<file path="config.mk">
export PLATFORM = sky130hd
export DESIGN_NAME = pad_remover
export DESIGN_NICKNAME = d
export VERILOG_FILES = /design/src/rtl/pad_remover.sv
export SDC_FILE = /design/constraint.sdc
export NUM_CORES = 1
export LEC_CHECK = 0
export BUFFER_PORTS_ARGS = -buffer_cell sky130_fd_sc_hd__clkbuf_2
export CAP_MARGIN = 20
export CORE_MARGIN = 5
export CORE_UTILIZATION = 45
export DETAILED_ROUTE_END_ITERATION = 8
export PLACE_DENSITY = 0.68
export SETUP_SLACK_MARGIN = 0.4
export SYNTH_ARGS = -nofsm -noshare
export SYNTH_HDL_FRONTEND = slang
export SYNTH_SLANG_ARGS = --single-unit
</file>
<file path="constraint.sdc">
create_clock -name clk -period 4 [get_ports clk]
set_clock_uncertainty 0.2 [all_clocks]
set_input_delay 0.8 -clock clk [delete_from_list [all_inputs] [get_ports clk]]
set_output_delay 0.8 -clock clk [all_outputs]
set_load 0.02 [all_outputs]
</file>
<file path="src/rtl/pad_remover.sv">
// pad_remover: strips the PAD-wide zero border from a padded raster stream.
// Upstream beats arrive in raster order over a (IMG_W+2*PAD) x (IMG_H+2*PAD)
// frame. Border beats are always accepted and dropped. Interior beats are
// forwarded through a one-entry output register with row/frame markers.
// Framing is purely by beat count; there is no error detection.

module pad_remover #(
    parameter int DATA_W = 8,
    parameter int IMG_W  = 416,
    parameter int IMG_H  = 416,
    parameter int PAD    = 1,
    localparam int PW    = IMG_W + 2 * PAD,
    localparam int PH    = IMG_H + 2 * PAD,
    localparam int CW    = (PW > 1) ? $clog2(PW) : 1,
    localparam int RW    = (PH > 1) ? $clog2(PH) : 1
) (
    input  logic              clk,
    input  logic              reset,
    input  logic              en,
    input  logic              in_valid,
    output logic              in_ready,
    input  logic [DATA_W-1:0] in_data,
    output logic              out_valid,
    input  logic              out_ready,
    output logic [DATA_W-1:0] out_data,
    output logic              out_eol,
    output logic              out_eof,
    output logic              frame_done,
    output logic [CW-1:0]     col,
    output logic [RW-1:0]     row
);

    // Raster landmarks, expressed at the width of the position counters.
    localparam logic [CW-1:0] COL_LO  = CW'(PAD);
    localparam logic [CW-1:0] COL_HI  = CW'(PAD + IMG_W - 1);
    localparam logic [CW-1:0] COL_MAX = CW'(PW - 1);
    localparam logic [RW-1:0] ROW_LO  = RW'(PAD);
    localparam logic [RW-1:0] ROW_HI  = RW'(PAD + IMG_H - 1);
    localparam logic [RW-1:0] ROW_MAX = RW'(PH - 1);

    // Registered state.
    logic [CW-1:0]     col_r;
    logic [RW-1:0]     row_r;
    logic              out_valid_r;
    logic [DATA_W-1:0] out_data_r;
    logic              out_eol_r;
    logic              out_eof_r;
    logic              frame_done_r;

    // Combinational decode of the current position and handshakes.
    logic          col_in_s;
    logic          row_in_s;
    logic          interior_s;
    logic          col_wrap_s;
    logic          row_wrap_s;
    logic          in_ready_s;
    logic          accept_s;
    logic          load_s;
    logic          drain_s;
    logic          last_beat_s;
    logic          eol_s;
    logic          eof_s;
    logic [CW-1:0] col_nxt_s;
    logic [RW-1:0] row_nxt_s;
    logic          out_valid_nxt_s;

    // Classify the position of the next upstream beat (interior vs border).
    always_comb begin
        col_in_s   = (col_r >= COL_LO) && (col_r <= COL_HI);
        row_in_s   = (row_r >= ROW_LO) && (row_r <= ROW_HI);
        interior_s = col_in_s && row_in_s;
        col_wrap_s = (col_r == COL_MAX);
        row_wrap_s = (row_r == ROW_MAX);
        eol_s      = (col_r == COL_HI);
        eof_s      = (col_r == COL_HI) && (row_r == ROW_HI);
    end

    // Upstream ready: border always drains, interior waits for a free output slot.
    // Depends only on registered position/out_valid and downstream ready.
    always_comb begin
        if (!en) begin
            in_ready_s = 1'b0;
        end else if (!interior_s) begin
            in_ready_s = 1'b1;
        end else begin
            in_ready_s = !out_valid_r || out_ready;
        end
    end

    // Handshake events for this cycle.
    always_comb begin
        accept_s    = in_valid && in_ready_s;
        load_s      = accept_s && interior_s;
        drain_s     = out_valid_r && out_ready;
        last_beat_s = accept_s && col_wrap_s && row_wrap_s;
    end

    // Next raster position: column wraps every PW beats, row wraps every frame.
    always_comb begin
        col_nxt_s = col_r;
        row_nxt_s = row_r;
        if (accept_s) begin
            if (col_wrap_s) begin
                col_nxt_s = {CW{1'b0}};
                if (row_wrap_s) begin
                    row_nxt_s = {RW{1'b0}};
                end else begin
                    row_nxt_s = row_r + RW'(1);
                end
            end else begin
                col_nxt_s = col_r + CW'(1);
                row_nxt_s = row_r;
            end
        end else begin
            col_nxt_s = col_r;
            row_nxt_s = row_r;
        end
    end

    // Output-slot occupancy: a new load wins over a drain in the same cycle.
    always_comb begin
        case ({load_s, drain_s})
            2'b10, 2'b11: out_valid_nxt_s = 1'b1;
            2'b01:        out_valid_nxt_s = 1'b0;
            2'b00:        out_valid_nxt_s = out_valid_r;
            default:      out_valid_nxt_s = 1'b0;
        endcase
    end

    // Position counters and completion pulse; en low flushes them.
    always_ff @(posedge clk or posedge reset) begin
        if (reset) begin
            col_r        <= {CW{1'b0}};
            row_r        <= {RW{1'b0}};
            frame_done_r <= 1'b0;
        end else if (!en) begin
            col_r        <= {CW{1'b0}};
            row_r        <= {RW{1'b0}};
            frame_done_r <= 1'b0;
        end else begin
            col_r        <= col_nxt_s;
            row_r        <= row_nxt_s;
            frame_done_r <= last_beat_s;
        end
    end

    // Output valid and markers; en low drops any held pixel.
    always_ff @(posedge clk or posedge reset) begin
        if (reset) begin
            out_valid_r <= 1'b0;
            out_eol_r   <= 1'b0;
            out_eof_r   <= 1'b0;
        end else if (!en) begin
            out_valid_r <= 1'b0;
            out_eol_r   <= 1'b0;
            out_eof_r   <= 1'b0;
        end else begin
            out_valid_r <= out_valid_nxt_s;
            if (load_s) begin
                out_eol_r <= eol_s;
                out_eof_r <= eof_s;
            end else begin
                out_eol_r <= out_eol_r;
                out_eof_r <= out_eof_r;
            end
        end
    end

    // Output pixel: only cleared by reset, held across en-low flushes and stalls.
    always_ff @(posedge clk or posedge reset) begin
        if (reset) begin
            out_data_r <= {DATA_W{1'b0}};
        end else if (en && load_s) begin
            out_data_r <= in_data;
        end else begin
            out_data_r <= out_data_r;
        end
    end

    assign in_ready   = in_ready_s;
    assign out_valid  = out_valid_r;
    assign out_data   = out_data_r;
    assign out_eol    = out_eol_r;
    assign out_eof    = out_eof_r;
    assign frame_done = frame_done_r;
    assign col        = col_r;
    assign row        = row_r;

endmodule

</file>
* Yosys cells after proc, flatten, opt, wreduce, memory -nomap -nowiden *
Cells that the tools add are included.

operators by class
  add/sub/neg operators = 2
  $mul = 0
  div/mod/pow operators = 0
  magnitude comparators = 4
  equality and inequality tests = 11
  shifts and indexed selects = 0
  multiplexer cells = 16
  bitwise operators = 0
  reduce and logical (&&, ||, !) cells = 15

operator list
  kind                                                   count
  2-to-1 mux 9 bit                                       7
  == test 9 bit, second input constant                   4
  adder 9 x 1 -> 9 bit, second input constant            2
  >= comparator 9 x 1 -> 1 bit, second input constant    2
  less-or-equal comparator 9 bit, second input constant  2
  logical AND 1 bit                                      10
  2-to-1 mux 1 bit                                       8
  != test 2 x 1 -> 1 bit, second input constant          3
  == test 2 bit, second input constant                   2
  == test 2 x 1 -> 1 bit, second input constant          1
  logical NOT 2 bit                                      1
  != test 2 bit, second input constant                   1
  one-hot mux 1 bit (2 select lines)                     1
  AND reduction 2 bit                                    1
  OR reduction 2 bit                                     1
  logical NOT 1 bit                                      1
  logical OR 1 bit                                       1

storage, ports and cells
  register bits = 30
  bits in latches = 0
  bits in writable memories = 0
  memory bits (read-only) = 0
  input port bits = 13
  output and inout bits = 31
  logic and storage cells = 55
  memories = 0

* Logic depth before layout (Yosys ltp) *
Gate-level depths: netlist of the first run.

  depth after elaboration = 11
  mapped depth = 8
  mapped depth without buffers = 7

* Least setup slack after synthesis of the first run *
Ideal clock, no wire load.

  path kind = register to output
  start = register row_r[6] (netlist: row[6])
  end = output in_ready
  data arrival time = 2.118 ns
  required time = 3.000 ns
  slack = 0.882 ns
  cell stages (with the launch flop) = 7
  buffers on the path = 1
  cell sequence = dfrtp_1 > or4_1 > clkbuf_1 > nor4_4 > or4_4 > nor2_1 > nor2b_1

on the way
  word-level cells in the longest chain between the ends = 5
  elaborated cells between the ends (all ways) = 6
  classes of those cells = 2 x order compare; 2 x mux; 2 x reduce/logical

ends and longest elaborated chain
  what                                                                                   RTL line  text
  start: declaration                                                                     43        logic [RW-1:0] row_r;
  start signal: assignment                                                               134       row_r <= {RW{1'b0}};
  start signal: assignment                                                               138       row_r <= {RW{1'b0}};
  start signal: assignment                                                               142       row_r <= row_nxt_s;
  >= comparator 9 x 1 -> 1 bit / less-or-equal comparator 9 bit (equally long branches)  70        row_in_s = (row_r >= ROW_LO) && (row_r <= ROW_HI);
  logical AND 1 bit (*)                                                                  70
  logical AND 1 bit (*)                                                                  71        interior_s = col_in_s && row_in_s;
  2-to-1 mux 1 bit (*)                                                                   83        end else if (!interior_s) begin
  2-to-1 mux 1 bit (*)                                                                   81        if (!en) begin
  end: declaration                                                                       21        output logic in_ready,

Every way passes the cells marked *; elsewhere a longest branch is shown, timed or not.

* Worst setup path in the final report of the first run *
Same ends and word-level chain as after synthesis.

==> results.yml, run 1 <==
synthesis:
  ys.flop_type: "dfrtp_1"
  ys_top_cells_by_area: "dfrtp_1 39%, mux2_2 5.2%, nand2_1 4.8%"
  yosys.area.top_type: "dfrtp_1"
  synthDistinctLibCells: 50
  synthCells: 203
  synth_area_um2: 1940
  synth.top_cell.area_share_pct: 38.7
  synth_edf_count: 0
  synth-seq-area-share_pct: 38.7
  avgSynthCellArea_um2: 9.57
  ys_seq_elements: 30
  yosys_warnings: 0
  async_reset_ff_share_pct: 100
  syn_nets: 222
die:
  die_y_um: 75.7
  core_area_um2: 4090
  initial_utilization_pct: 47.5
  die_area_um2: 5730
  num_rows: 23
  die_w_um: 75.7
  num_io_pins: 44
finish:
  final_cells: 294
  antenna_cells: 0
  syn_to_final_growth_pct: 17.6
  seqCellArea_um2: 751
  layout-drive-gt1-share_pct: 32.4
  fill_cells: 388
  multi_input_area_um2: 1110
  fin_nets: 262
  finalInstanceArea_um2: 2280
clock_tree:
  clock-sinks: 30
  path_clk_slew_ns: 0.06
  clk_latency_ns: 0.29
  cts_tree: "built"
  cts_htree_levels: 2
  cts_max_path_buffers: 2
  cts_hold_buf: 0
  cts_resized: 0
  cts-root-buf: "clkbuf_8"
  post_cts_buffers: 0
  cts_inserted_buffers: 5
sta:
  fin_crit_ns: 3.39
  tightestPinTransition_ns: 0.935
  rsz0062_at_grt: "false"
  finalSetupViolCount: 0
  slew_violations: 0
  clock.fmax_mhz: 295
  fin_setup_tns_ns: 0
  hold-worst-slack_ns: 0.305
  hold_viol: 0
  min_period_over_period_pct: 84.8
  slew_headroom_pct: 37.2
drt:
  wl_per_cell_um: 15.8
  routed_wl_um: 4640
  vias_per_cell: 5.85
  drc: 0
  vias: 1719
  first_pass_iters: 4
  drt_iter0_drc: 199
  ant_nets: 0
placed_design:
  dp.cells: 286
  place_congestion: 0.819
  dpl-instance-area_um2: 2180
  dp_hpwl_um: 3330
  port_buffers: 43
worst_setup_path:
  cp-end-kind: "primary output"
  crit_path_start_kind: "register"
  worstSetupPathType: "register to primary output"
  worstPathArrival_ns: 2.39
  worstPathMaxFanout: 9
  required_ns: 3.00
min_path:
  hold_class: "register to register"
global_routing:
  grt_max_degree: 31
  grt_pass1_wl_um: 8000
  antenna_found_initial: 0
  grt_usage_pct: 18.5
  grt_pass1_vias: 1655
  overflow: 0
status:
  run_status: "complete, no violations"
pwr:
  p_leak_uw: 0.00104
  peakVddDrop_mv: 0.217
  p_per_area_nw_per_um2: 275
flow_run:
  drv_cap: 0
-- routing by layer --
metal	routed length [um]	global-route usage, %
met5	0	0
met4	76	8.16
met3	317	4.22
met2	2080	27.1
met1	2170	25.9
-- final cells by class --
type / count / area share (%)
multi-input cells: 151 / 48.5
well taps: 50 / 2.74
flip-flops and latches: 30 / 32.9
inverters: 9 / 1.48
clock buffers: 7 / 3.78
repair buffers: 46 / 10.4
clock inverters: 1 / 0.219
-- cell usage after synthesis, types with 2 or more instances --
| cell type | n |
|---|---|
| clkbuf_1 | 10 |
| nand2_1 | 25 |
| a2111oi_0 | 2 |
| nand3b_1 | 5 |
| mux2i_1 | 3 |
| a211o_1 | 3 |
| nor2b_1 | 2 |
| o221a_2 | 2 |
| a211oi_1 | 6 |
| nor2_1 | 9 |
| ha_1 | 6 |
| nor3b_1 | 3 |
| or4_4 | 3 |
| o21ai_2 | 2 |
| nor3_1 | 7 |
| o2bb2ai_1 | 2 |
| nor4_1 | 4 |
| nand3_1 | 9 |
| o31ai_1 | 2 |
| o211ai_1 | 3 |
| nor4_4 | 3 |
| dfrtp_1 | 30 |
| a21oi_1 | 10 |
| nand4_1 | 4 |
| o21ai_0 | 4 |
| a31o_2 | 2 |
| or4_1 | 3 |
| mux2_2 | 9 |
| inv_1 | 9 |
-- flip-flops by register name, summed over array words and instances (netlist names) --
name	count
out_eol	1
out_eof	1
out_data	8
frame_done	1
col	9
row	9
out_valid	1
-- cell families after synthesis --
group	synth area share [%]
buffers and inverters	4.90
AND/OR/NAND/NOR	25.6
flip-flops	38.7
multiplexers	6.77
adder cells (fa/ha/maj)	3.87
AO/OA/AOI/OAI	20.2
-- power by group --
group          total (uW)  leakage (uW)  switching [uW]  internal, uW
Sequential            315      0.000416            5.53           309
Combinational        58.6      0.000579            37.9          20.7
Clock                 254     0.0000482             116           139
-- per-stage QoR --
stage	setup WS [ns]	utilization, %	power (uW)
floorplan	0.882	-	357
global placement	0.737	53.4	378
detailed placement	0.741	53.4	378
CTS	0.552	55.6	636
global route	0.425	55.9	659
finish	0.607	55.9	628
-- path summary, 6_finish.rpt --
check / end / depth (start not counted) / start / slack, ns
worst max register to register: out_data[6] / 5 / col[2] / 0.76
max in group asynchronous: row[6] / 3 / reset / 2.96
worst max-delay path: in_ready / 6 / row[6] / 0.61
min in group asynchronous: out_data[6] / 3 / reset / 0.35
worst min-delay path: out_data[5] / 1 / out_data[5] / 0.30
worst min register to register: out_data[5] / 1 / out_data[5] / 0.30
-- worst max-delay path, stage by stage (launching register included) --
cell and delay, ns:
dfrtp_1 0.46, or4_1 0.71, nor4_4 0.36, or4_4 0.23
nor2_2 0.07, nor2b_1 0.11, clkbuf_2 0.18
-- cell usage in the layout (no fill, tap or decap), drive strengths merged, types with 2 or more instances in the layout --
master and n:
a2111oi 2, a211o 3, a211oi 6, a21oi 10, a31o 2, buf 3, clkbuf 50, dfrtp 30
ha 6, inv 9, mux2 9, mux2i 3, nand2 25, nand3 9, nand3b 5, nand4 4
nor2 9, nor2b 2, nor3 7, nor3b 3, nor4 8, o211ai 3, o21ai 6, o221a 2
o2bb2ai 2, o31ai 3, or4 6
(Power assumes the default switching activity.)
==> run 2: changes to the inputs <==
--- a/config.mk
+++ b/config.mk
@@ -5,12 +5,13 @@
 export SDC_FILE = /design/constraint.sdc
 export NUM_CORES = 1
 export LEC_CHECK = 0
+export ABC_AREA = 1
 export BUFFER_PORTS_ARGS = -buffer_cell sky130_fd_sc_hd__clkbuf_2
 export CAP_MARGIN = 20
 export CORE_MARGIN = 5
 export CORE_UTILIZATION = 45
 export DETAILED_ROUTE_END_ITERATION = 8
-export PLACE_DENSITY = 0.68
+export PLACE_DENSITY = 0.71
 export SETUP_SLACK_MARGIN = 0.4
 export SYNTH_ARGS = -nofsm -noshare
 export SYNTH_HDL_FRONTEND = slang
==> constraint.sdc (replaced) <==
create_clock -name clk -period 2.7 [get_ports clk]
set_clock_uncertainty 0.2 [all_clocks]
set_input_delay 0.54 -clock clk [delete_from_list [all_inputs] [get_ports clk]]
set_output_delay 0.54 -clock clk [all_outputs]
set_load 0.02 [all_outputs]
==> results.yml, run 2 <==
status:
  run_status: "complete, no violations"
sta:
  slew_headroom_pct: 67.8
  finalSetupViolCount: 0
  tightestPinTransition_ns: 0.483
  min_period_over_period_pct: 91.0
  fin_crit_ns: 2.46
  hold_viol: 0
  clock.fmax_mhz: 407
  fin_setup_tns_ns: 0
  slew_violations: 0
  rsz0062_at_grt: "true"
global_routing:
  use_met3_pct: 4.94
  busiest_layer: "met2"
  grt_use_met1_pct: 24.3
  met2_usage_pct: 33.0
  grt_pass1_vias: 1803
  grt_usage_pct: 19.4
  grt_max_degree: 31
  overflow: 0
  grt_pass1_wl_um: 8270
  antenna_found_initial: 0
synthesis:
  synthCells: 257
  syn_nets: 276
  ys_top_cells_by_area: "dfrtp_1 39%, nand2_1 15%, nand3_1 7.9%"
  synth.top_cell.area_share_pct: 39.3
  yosys_warnings: 0
  yosys-top-cells-count: "74 x nand2_1, 33 x nor2_1, 30 x dfrtp_1, 30 x nand3_1, 23 x inv_1"
  ys_seq_elements: 30
  synth-seq-area-share_pct: 39.3
  yosys.cell_count.top_type: "nand2_1"
  synth_area_um2: 1910
  synth_edf_count: 0
  yosys.area.top_type: "dfrtp_1"
  avgSynthCellArea_um2: 7.43
  ys.flop_type: "dfrtp_1"
  synthDistinctLibCells: 27
  async_reset_ff_share_pct: 100
worst_setup_path:
  cp-end-kind: "primary output"
  worstSetupPathType: "register to primary output"
  worstPathArrival_ns: 1.72
  required_ns: 1.96
  crit_start: "col[0]"
  reg2reg_from: "col[0]"
  worstPathMaxFanout: 4
  crit_path_start_kind: "register"
finish:
  final_util_pct: 62.0
  final_cells: 377
  layout-drive-gt1-share_pct: 39.4
  syn_to_final_growth_pct: 31.7
  mostFrequentLayoutCells: "71 x nand2_1, 42 x clkbuf_2, 31 x nor2_1"
  fin_nets: 345
  layout_commonest_cell: "nand2_1"
  finalInstanceArea_um2: 2520
  antenna_cells: 0
clock_tree:
  cts_max_path_buffers: 2
  path_clk_slew_ns: 0.07
  cts_inserted_buffers: 5
  clk_latency_ns: 0.29
  clock-sinks: 30
  cts-root-buf: "clkbuf_8"
  cts_tree: "built"
  cts_htree_levels: 2
drt:
  vias: 1912
  routed_wl_um: 5270
  wl_per_cell_um: 14.0
  first_pass_iters: 4
  ant_nets: 0
  vias_per_cell: 5.07
  drt_iter0_drc: 135
  drc: 0
placed_design:
  port_buffers: 43
  dp_hpwl_um: 3270
  place_congestion: 0.900
  dp.cells: 347
  dpl-instance-area_um2: 2160
die:
  die_y_um: 75.2
  core_area_um2: 4060
  num_rows: 23
  die_area_um2: 5650
  initial_utilization_pct: 47.1
  die_w_um: 75.2
  num_io_pins: 44
min_path:
  hold_class: "input pin to asynchronous set/reset pin"
flow_run:
  drv_cap: 0
pwr:
  p_per_area_nw_per_um2: 564
  p_leak_uw: 0.00132
  peakVddDrop_mv: 0.216
run 2: cell types whose count changed after synthesis, moves of 8 or more:
cell / change
nand3_1: +21
nor2_1: +24
clkbuf_1: -8
nand2_1: +49
inv_1: +14
mux2_2: -9
a21oi_1: -8
run 2: worst paths after layout:
kind,end,slack [ns],cells after the start
max in group asynchronous,row[0],1.89,3
max reg2reg,out_eof,0.31,16
min reg2reg,out_data[1],0.28,2
min,row[2],0.10,3
min in group clk,out_data[7],0.24,3
max,in_ready,0.24,10
run 2: metrics by stage:
step	hold slack (ns)	total power [uW]	worst slack, ns
global placement	0.262	906	0.547
floorplan	0.383	799	0.420
detailed placement	0.265	911	0.463
finish	0.102	1420	0.244
CTS	0.121	1400	0.313
global route	0.172	1490	0.132
run 2: area by class of cell:
type / count / area (um2)
clock inverters: 3 / 40.0
inverters: 28 / 108
flip-flops and latches: 30 / 758
multi-input cells: 193 / 1070
repair buffers: 68 / 409
well taps: 50 / 62.6
clock buffers: 5 / 68.8
fillers: 364 / 1540
run 2: report_power, final:
part	leakage, uW	internal, uW	switching [uW]
logic	0.000868	152	258
clock network	0.0000579	271	181
registers	0.000394	518	37.2
run 2: metal layers:
| layer | share of wire (%) | vias up |
|---|---|---|
| met3 | 6.4 | 7 |
| met1 | 43 | 890 |
| li1 | - | 954 |
| met4 | 1.0 | 0 |
| met2 | 50 | 61 |
| met5 | 0 | - |
run 2: cell families after synthesis:
logic type                 Yosys count  synth area share, %
adders and majority gates            6                 3.93
and+or+nand+nor                    168                 41.0
xor gates and xnor gates             6                 2.75
AOI/OAI and AO/OA                   13                 4.98
buffers and inverters               34                 8.06
DFF                                 30                 39.3
run 2: critical path, stage by stage, from the launching register on:
cell and delay [ns]:
dfrtp_2 0.43, inv_2 0.09, ha_4 0.13, nand2_2 0.05
nor2_2 0.14, nand2_2 0.09, nand2_2 0.08, o21ai_2 0.06
nor2_2 0.11, a21oi_1 0.08, buf_4 0.16
run 2: repair_timing:
action / CTS / global route
endpoints found under the setup margin: 1 / 12
hold buffers: 0 / 0
pin swaps: 5 / 10
setup buffers: 17 / 5
gates resized for setup: 13 / 18
==> run 3: changes to the inputs <==
--- a/config.mk
+++ b/config.mk
@@ -6,12 +6,12 @@
 export NUM_CORES = 1
 export LEC_CHECK = 0
 export ABC_AREA = 1
-export BUFFER_PORTS_ARGS = -buffer_cell sky130_fd_sc_hd__clkbuf_2
 export CAP_MARGIN = 20
 export CORE_MARGIN = 5
-export CORE_UTILIZATION = 45
+export CORE_UTILIZATION = 57
 export DETAILED_ROUTE_END_ITERATION = 8
-export PLACE_DENSITY = 0.71
+export DONT_BUFFER_PORTS = 1
+export PLACE_DENSITY = 0.75
 export SETUP_SLACK_MARGIN = 0.4
 export SYNTH_ARGS = -nofsm -noshare
 export SYNTH_HDL_FRONTEND = slang
==> results.yml, run 3 (synthesized netlist as in run 2, its figures left out) <==
worst_setup_path:
  reg2reg_slack_ns: 0.38
  ff2ff_path_depth: 15
  crit-reg2reg-capture: "out_data[0]"
  reg2reg_from: "row[0]"
  cpMostUsedCell: "buf_4"
  cp-end-kind: "primary output"
  crit_family: "buffers and inverters"
  required_ns: 1.96
  worstPathArrival_ns: 1.85
  worstSetupPathType: "register to primary output"
  crit_buf_inv: 4
  crit_chain: "buf_6 > buf_4 > buf_4 > nor2_4 > nand2_2 > o21ai_2 > nor2_2 > a21oi_1 > buf_4"
  crit_path_start_kind: "register"
  worstPathMaxFanout: 3
  worst_path_max_delay_cell: "dfrtp_1"
  slowest_delay_ns: 0.45
drt:
  wl_per_cell_um: 14.5
  vias_per_cell: 5.41
  drc: 0
  routed_wl_um: 4680
  drt_iter0_drc: 124
  vias: 1748
  first_pass_iters: 4
  ant_nets: 0
global_routing:
  grt_pass1_wl_um: 7600
  overflow: 0
  grt_pass1_vias: 1636
  antenna_found_initial: 0
  grt_max_degree: 31
  grt_usage_pct: 21.9
pwr:
  p_seq_share_pct: 54.1
  finalPower_uw: 1210
  p_int_uw: 761
  p_switching_uw: 446
  p_per_area_nw_per_um2: 539
  swShare_pct: 37.0
  p_leak_uw: 0.00108
  pwr-share-comb_pct: 21.8
  p_clk_share_pct: 24.1
  peakVddDrop_mv: 0.284
finish:
  layout-drive-gt1-share_pct: 31.8
  antenna_cells: 0
  fill_cells: 258
  layout_commonest_cell: "nand2_1"
  syn_to_final_growth_pct: 17.2
  mostFrequentLayoutCells: "64 x nand2_1, 29 x nor2_1, 28 x nand3_1"
  finalInstanceArea_um2: 2240
  fin_nets: 295
die:
  die_w_um: 67.9
  die_area_um2: 4610
  die_y_um: 67.9
  initial_utilization_pct: 58.2
  num_io_pins: 44
  num_rows: 21
  core_area_um2: 3280
placed_design:
  dp_hpwl_um: 3010
  pre_cts_slack_ns: 0.374
  place_congestion: 0.815
  port_buffers: 0
  dpl-instance-area_um2: 1950
clock_tree:
  clock-sinks: 30
  cts_max_path_buffers: 2
  cts_inserted_buffers: 5
  clk_latency_ns: 0.34
  cts_tree: "built"
  cts-root-buf: "clkbuf_4"
  path_clk_slew_ns: 0.11
  cts_htree_levels: 2
flow_run:
  drv_cap: 0
sta:
  fin_crit_ns: 2.59
  slew_violations: 0
  fin_setup_tns_ns: 0
  rsz0062_at_grt: "true"
  slew_headroom_pct: 67.4
  tightestPinTransition_ns: 0.489
  hold-worst-slack_ns: 0.111
  hold_viol: 0
  finalSetupViolCount: 0
  clock.fmax_mhz: 387
  min_period_over_period_pct: 95.8
  fin_ws_ns: 0.114
min_path:
  min_from: "in_data[2]"
  hold_path_end: "out_data[2]"
  holdPathStages: 2
  hold_class: "input pin to register"
status:
  run_status: "complete, no violations"
[run 3: cell types whose count changed in the layout (fill, tap and decap cells not counted), moves of 3 or more]
cell / change
clkbuf_2: -42
buf_4: -14
nand2_1: -7
nand2_2: +7
clkbuf_4: +5
clkbuf_8: -4
dfrtp_1: -4
dfrtp_2: +4
buf_6: +3
inv_1: +3
inv_2: -3
[run 3: worst max path at each step]
stage	from	endpoint	depth (start not counted)
2_1_floorplan	col[0]	in_ready	9
3_3_place_gp	col[0]	in_ready	10
3_5_place_dp	col[0]	in_ready	10
4_1_cts	col[0]	in_ready	10
5_1_grt	row[0]	in_ready	10
6_report	row[0]	in_ready	9
[run 3: repair_timing]
item / in CTS / in global routing
gates resized for setup: 8 / 37
gates cloned: 0 / 2
pin swaps: 3 / 10
setup buffers: 5 / 6
endpoints found under the setup margin: 10 / 12
endpoints found under the hold margin: 30 / 0
hold buffers: 1 / 0
[run 3: power by group through the flow]
stage          Sequential [uW]  Combinational (uW)  Clock, uW
4_1_cts                    653                 202        296
3_5_place_dp               660                 178          0
2_1_floorplan              652                 147          0
5_1_grt                    664                 294        315
3_3_place_gp               660                 172          0
6_report                   654                 263        291
[run 3: routing by layer]
metal | track usage, % | wire length (um)
met5 | 0 | 0
met4 | 5.96 | 55
met3 | 6.24 | 375
met2 | 35.8 | 2190
met1 | 28.3 | 2060
[run 3: area by class of cell]
cell class / instances / area [um2] / share of cell area, %
Clock buffer: 7 / 55.1 / 2.46
Clock inverter: 1 / 5.00 / 0.223
Inverter: 28 / 110 / 4.92
Multi-Input combinational cell: 194 / 1100 / 49.3
Sequential cell: 30 / 763 / 34.1
Tap cell: 46 / 57.6 / 2.57
Timing Repair Buffer: 16 / 138 / 6.15
Timing Repair inverter: 1 / 6.26 / 0.279
[run 3: through the flow]
stage,util (%),instances
2_1_floorplan,-,257
3_3_place_gp,59.4,301
3_5_place_dp,59.4,301
4_1_cts,63.1,315
5_1_grt,68.2,323
6_report,68.2,323
